File: config.mk
export PLATFORM = sky130hd
export DESIGN_NAME = hpm_window_sampler
export DESIGN_NICKNAME = d
export VERILOG_FILES = /design/src/rtl/diwall_pkg.sv /design/src/rtl/hpm_sat_counter.sv /design/src/rtl/hpm_window_sampler.sv
export SDC_FILE = /design/constraint.sdc
export NUM_CORES = 1
export LEC_CHECK = 0
export ABC_AREA = 1
export CAP_MARGIN = 15
export CORE_MARGIN = 2
export CORE_UTILIZATION = 63
export CTS_CLUSTER_DIAMETER = 120
export CTS_CLUSTER_SIZE = 8
export DETAILED_ROUTE_END_ITERATION = 10
export GPL_TIMING_DRIVEN = 0
export PLACE_DENSITY = 0.86
export REMOVE_ABC_BUFFERS = 1
export SYNTH_ARGS = -nofsm -noshare
export SYNTH_HDL_FRONTEND = slang
export SYNTH_SLANG_ARGS = --single-unit
File: constraint.sdc
create_clock -name clk_h -period 5.5 [get_ports clk_h]
set_clock_uncertainty 0.2 [all_clocks]
set_input_delay 1.1 -clock clk_h [delete_from_list [all_inputs] [get_ports clk_h]]
set_output_delay 1.1 -clock clk_h [all_outputs]
set_load 0.005 [all_outputs]
File: src/rtl/diwall_pkg.sv
// Shared detector/sampler definitions.
// Alert classes match the detector's own encodings.
package diwall_pkg;

  typedef enum logic [1:0] {
    ALERT_LEGIT = 2'b00,
    ALERT_STACK = 2'b10,
    ALERT_HEAP  = 2'b11
  } alert_e;

  typedef enum logic [1:0] {
    HS_IDLE = 2'd0,
    HS_REQ  = 2'd1,
    HS_WAIT = 2'd2
  } hs_state_e;

  localparam int unsigned FEAT_IMISS = 0;
  localparam int unsigned FEAT_JMP   = 1;
  localparam int unsigned OVR_W      = 16;

endpackage

File: src/rtl/hpm_sat_counter.sv
// Saturating event counter with synchronous clear.
// nxt_o exposes this cycle's value including its own event.
module hpm_sat_counter #(
  parameter int unsigned W = 64
) (
  input  logic         clk_i,
  input  logic         rst_i,
  input  logic         clr_i,
  input  logic         inc_i,
  output logic [W-1:0] cnt_o,
  output logic [W-1:0] nxt_o
);

  logic [W-1:0] cnt_q, cnt_d;

  always_comb begin
    cnt_d = cnt_q;
    if (inc_i && !(&cnt_q))
      cnt_d = cnt_q + {{(W-1){1'b0}}, 1'b1};
  end

  always_ff @(posedge clk_i) begin
    if (rst_i || clr_i) cnt_q <= '0;
    else                cnt_q <= cnt_d;
  end

  assign cnt_o = cnt_q;
  assign nxt_o = cnt_d;

endmodule

File: src/rtl/hpm_window_sampler.sv
// Windowed HPM feature sampler with detector handshake.
// Snapshots live counters at each window end and requests analysis.
module hpm_window_sampler
  import diwall_pkg::*;
#(
  parameter int unsigned WINDOW_CYCLES = 1024,
  parameter int unsigned CNT_W         = 64
) (
  input  logic                  clk_h,
  input  logic                  rst_h,
  input  logic                  run_i,
  input  logic                  imiss_i,
  input  logic                  jmp_stall_i,
  output logic [1:0][CNT_W-1:0] hpm_o,
  output logic                  enable_d_o,
  input  logic                  end_d_i,
  input  logic [1:0]            alert_i,
  output logic [1:0]            alert_o,
  output logic                  alert_valid_o,
  output logic [15:0]           overrun_cnt_o
);

  localparam logic [31:0] WIN_LAST = 32'(WINDOW_CYCLES - 1);

  hs_state_e              hs_q, hs_d;
  logic [31:0]            win_q, win_d;
  logic [1:0][CNT_W-1:0]  hpm_q, hpm_d;
  alert_e                 alert_q, alert_d;
  logic                   avld_q, avld_d;

  logic term, live_clr, load, ovr;
  logic [CNT_W-1:0] im_nxt, js_nxt;
  logic [CNT_W-1:0] im_cnt_unused, js_cnt_unused;
  logic [OVR_W-1:0] ovr_nxt_unused;

  assign term     = run_i && (win_q == WIN_LAST);
  assign live_clr = !run_i || term;
  assign load     = term && (hs_q == HS_IDLE);
  assign ovr      = term && (hs_q != HS_IDLE);

  hpm_sat_counter #(.W(CNT_W)) u_imiss (
    .clk_i (clk_h),
    .rst_i (rst_h),
    .clr_i (live_clr),
    .inc_i (imiss_i),
    .cnt_o (im_cnt_unused),
    .nxt_o (im_nxt)
  );

  hpm_sat_counter #(.W(CNT_W)) u_jmp (
    .clk_i (clk_h),
    .rst_i (rst_h),
    .clr_i (live_clr),
    .inc_i (jmp_stall_i),
    .cnt_o (js_cnt_unused),
    .nxt_o (js_nxt)
  );

  hpm_sat_counter #(.W(OVR_W)) u_ovr (
    .clk_i (clk_h),
    .rst_i (rst_h),
    .clr_i (1'b0),
    .inc_i (ovr),
    .cnt_o (overrun_cnt_o),
    .nxt_o (ovr_nxt_unused)
  );

  always_comb begin
    hs_d    = hs_q;
    hpm_d   = hpm_q;
    alert_d = alert_q;
    avld_d  = 1'b0;
    win_d   = live_clr ? '0 : win_q + 32'd1;
    unique case (hs_q)
      HS_IDLE: if (load) hs_d = HS_REQ;
      HS_REQ:  hs_d = HS_WAIT;
      HS_WAIT: begin
        if (end_d_i) begin
          hs_d    = HS_IDLE;
          alert_d = alert_e'(alert_i);
          avld_d  = 1'b1;
        end
      end
      default: hs_d = HS_IDLE;
    endcase
    // terminal-cycle events are already folded into *_nxt
    if (load) begin
      hpm_d[FEAT_IMISS] = im_nxt;
      hpm_d[FEAT_JMP]   = js_nxt;
    end
  end

  always_ff @(posedge clk_h) begin
    if (rst_h) begin
      hs_q    <= HS_IDLE;
      win_q   <= '0;
      hpm_q   <= '0;
      alert_q <= ALERT_LEGIT;
      avld_q  <= 1'b0;
    end else begin
      hs_q    <= hs_d;
      win_q   <= win_d;
      hpm_q   <= hpm_d;
      alert_q <= alert_d;
      avld_q  <= avld_d;
    end
  end

  assign hpm_o         = hpm_q;
  assign enable_d_o    = (hs_q == HS_REQ);
  assign alert_o       = alert_q;
  assign alert_valid_o = avld_q;

endmodule

==> results.py <==
metrics = {
    "status": {
        "run_status": "finished clean",
    },
    "timing": {
        "period_needed_ns": 4.43,
        "rsz0062_at_grt": "no",
        "fin_tns_setup_ns": 0,
        "final_hold_viol_count": 0,
        "setup_viol": 0,
        "final_max_slew_viol_count": 0,
        "fmax_ghz": 0.226,
        "tightestPinTransition_ns": 1.04,
        "slew_headroom_pct": 30.8,
        "holdWs_ns": 0.264,
        "post-route-period-util_pct": 80.6,
    },
    "placed_design": {
        "place_congestion": 1.03,
        "dp_hpwl_um": 39400,
        "portBuffers": 155,
        "dpl.cell_count": 3229,
        "placedInstanceArea_mm2": 0.0191,
    },
    "global_route": {
        "first_global_vias": 17400,
        "grt_usage_pct": 36.8,
        "overflow": 0,
        "grt_max_degree": 89,
        "antenna_found_initial": 0,
        "grt_pass1_wl_um": 85800,
    },
    "pwr": {
        "power.leakage_nw": 7.34,
        "internal_power_w": 0.00370,
        "pwr-share-seq_pct": 47.2,
        "pwr-share-clk_pct": 50.9,
        "pwr_density_cell_mw_per_mm2": 235,
        "combPwrFrac_pct": 1.9,
        "power_w": 0.00476,
        "power_switching_w": 0.00106,
        "sw_frac_of_total_pct": 22.2,
        "vdd_ir_drop_max_v": 0.000225,
    },
    "synthesis": {
        "syn_inst": 2815,
        "synth_edf_count": 0,
        "yosysUniqueCellTypes": 38,
        "syn_area_mm2": 0.0174,
        "ys.flop_type": "dfxtp_1",
        "synth_top_area_share_pct": 35.6,
        "synth_top_area_cell": "dfxtp_1",
        "synth_seq_area_share_pct": 35.6,
        "yosysWarnings": 0,
        "ys_ff_latch": 309,
        "synth.area.top_cells": "dfxtp_1 (36%), nand2_1 (18%), inv_1 (9.0%)",
        "synthArstFlopShare_pct": 0,
        "syn_area_per_cell_um2": 6.18,
    },
    "worst_hold_path": {
        "hp-class": "reg2reg",
    },
    "clock_tree": {
        "clk_path_buf_depth": 3,
        "root_buffer": "clkbuf_16",
        "path_clk_slew_ns": 0.05,
        "hold_buffers": 0,
        "cts_resized": 0,
        "post_cts_buffers": 0,
        "clock_latency_ns": 0.55,
        "cts-buffers-inserted": 44,
        "cts_tree": "yes",
        "ctsHtreeMaxLevel": 2,
        "clock_sinks": 309,
    },
    "routing": {
        "first_pass_iters": 6,
        "routedWlPerCell_um": 16.5,
        "postRouteAntennaNets": 0,
        "drtIter0Drc": 1843,
        "drc": 0,
        "wirelength_um": 54100,
        "vias": 18500,
        "via_per_inst": 5.64,
    },
    "critical_path": {
        "path_common_cell": "nand2_1",
        "cp_top_family": "simple AND/OR/NAND/NOR gates",
        "max_stage_delay_ns": 0.93,
        "path_buf_inv": 4,
        "crit_arrival_ns": 4.68,
        "critPathMaxFanout": 40,
        "crit_slowest_cell": "nand2_2",
        "cp.required_ns": 5.75,
        "startpoint_type": "flip-flop",
        "cp-end-kind": "flip-flop",
        "cp_cell_sequence": "ha_1 -> inv_2 -> nor2_4 -> nand2_2 -> nor2_2 -> nand2_1 -> inv_1 -> nand2_1 -> nand2_2 -> inv_2 -> nand2_1 -> nand3_1 -> nand2_1 -> inv_1",
        "crit_type": "reg2reg",
    },
    "final_layout": {
        "stdcell_count": 3277,
        "nFillCells": 2147,
        "finish.instance_area_mm2": 0.0202,
        "drive_above_1_share_pct": 3.27,
        "fin_nets": 2946,
        "antenna_cells": 0,
        "area_growth_pct": 16.3,
    },
    "flow_run": {
        "cap_violations": 0,
    },
    "floorplanning": {
        "num_rows": 60,
        "dieHeight_um": 170,
        "io_pins": 156,
        "core_mm2": 0.0270,
        "start_util_pct": 64.4,
        "die_x_um": 170,
        "die-area_mm2": 0.0290,
    },
}
-- path summary, 6_finish.rpt --
check	start	end	slack, ns	cells after the start
worst max-delay path	u_imiss.cnt_o[0]	hpm_o[5]	1.07	14
worst min-delay path	win_q[0]	win_q[0]	0.26	1
worst max register to register	u_imiss.cnt_o[0]	hpm_o[5]	1.07	14
worst min register to register	win_q[0]	win_q[0]	0.26	1
-- layout by cell type (no fill, tap or decap), types with 3 or more instances in the layout --
master	count
ha_1	4
xnor2_1	40
clkdlybuf4s50_1	154
clkbuf_16	45
nor2_1	355
buf_16	6
nor4_1	5
and2_1	5
nor3_1	34
nand2_2	13
nor2b_1	3
o21ai_0	11
inv_2	5
inv_1	418
nor2_2	9
xor2_1	32
a21oi_1	264
nand3_1	236
nand3b_1	44
nor2_4	3
nand4_1	67
dfxtp_1	309
nand2_1	850
-- flip-flops by register name (all words and copies together) (netlist names) --
signal and flops:
alert_valid_o 1, win_q 32, alert_o 2, u_imiss.cnt_o 64
u_jmp.cnt_o 64, hs_q 2, hpm_o 128, u_ovr.cnt_o 16
-- cells in the mapped netlist (13+ instances only) --
| master | number |
|---|---|
| nand2_1 | 850 |
| inv_1 | 418 |
| nor2_1 | 355 |
| dfxtp_1 | 309 |
| a21oi_1 | 265 |
| nand3_1 | 238 |
| nand4_1 | 67 |
| nand3b_1 | 44 |
| xnor2_1 | 40 |
| nor3_1 | 35 |
| xor2_1 | 32 |
| clkbuf_1 | 22 |
| buf_4 | 21 |
| buf_2 | 20 |
| buf_6 | 15 |
| nand2_2 | 13 |
-- through the flow --
step / worst slack [ns] / utilization, %
after global routing: 0.683 / 74.8
after detailed placement: 1.19 / 70.5
final: 1.07 / 74.8
after CTS: 1.18 / 74.8
after floorplan: -0.573 / -
after global placement: -6.58 / 69.6
-- worst register-to-register path: stages, from the launching register on --
cell     delay, ns
dfxtp_1       0.44
ha_1          0.34
inv_2         0.09
nor2_4        0.20
nand2_2       0.11
nor2_2        0.16
nand2_1       0.07
inv_1         0.05
nand2_1       0.55
nand2_2       0.93
inv_2         0.65
nand2_1       0.24
nand3_1       0.15
nand2_1       0.11
inv_1         0.04
-- metal layers --
layer	wire length [um]	global-route usage [%]	share of wire [%]	vias to the layer above
li1	-	-	-	9046
met1	22100	45.9	41	8445
met2	25800	63.3	48	813
met3	3690	4.74	6.8	170
met4	2510	17.6	4.6	0
met5	0	0	0	-
-- cell type report --
| class | instances | area (um2) | area share, % |
|---|---|---|---|
| inverters | 425 | 1600 | 7.90 |
| multi-input cells | 1991 | 9100 | 45.0 |
| flip-flops and latches | 309 | 6190 | 30.6 |
| clock inverters | 3 | 45.0 | 0.223 |
| clock buffers | 45 | 1130 | 5.57 |
| well taps | 341 | 427 | 2.11 |
| repair buffers | 163 | 1750 | 8.63 |
-- power by group through the flow --
stage	clock [W]	combinational (W)	sequential, W
2_1_floorplan	0	0.0000330	0.00229
3_3_place_gp	0	0.0000742	0.00229
3_5_place_dp	0	0.0000873	0.00229
4_1_cts	0.00244	0.0000881	0.00225
5_1_grt	0.00253	0.0000953	0.00224
6_report	0.00242	0.0000904	0.00225
-- cells by family (layout without fill, tap and decap cells) --
| family | Yosys count | after routing | synth area share [%] |
|---|---|---|---|
| adder cells (fa/ha/maj) | 4 | 4 | 0.288 |
| flip-flops | 309 | 309 | 35.6 |
| buffers and inverters | 515 | 636 | 12.4 |
| AO/OA/AOI/OAI | 281 | 281 | 8.13 |
| XOR/XNOR | 72 | 72 | 3.63 |
| AND/OR/NAND/NOR | 1634 | 1634 | 40.0 |
(Power assumes the default switching activity.)
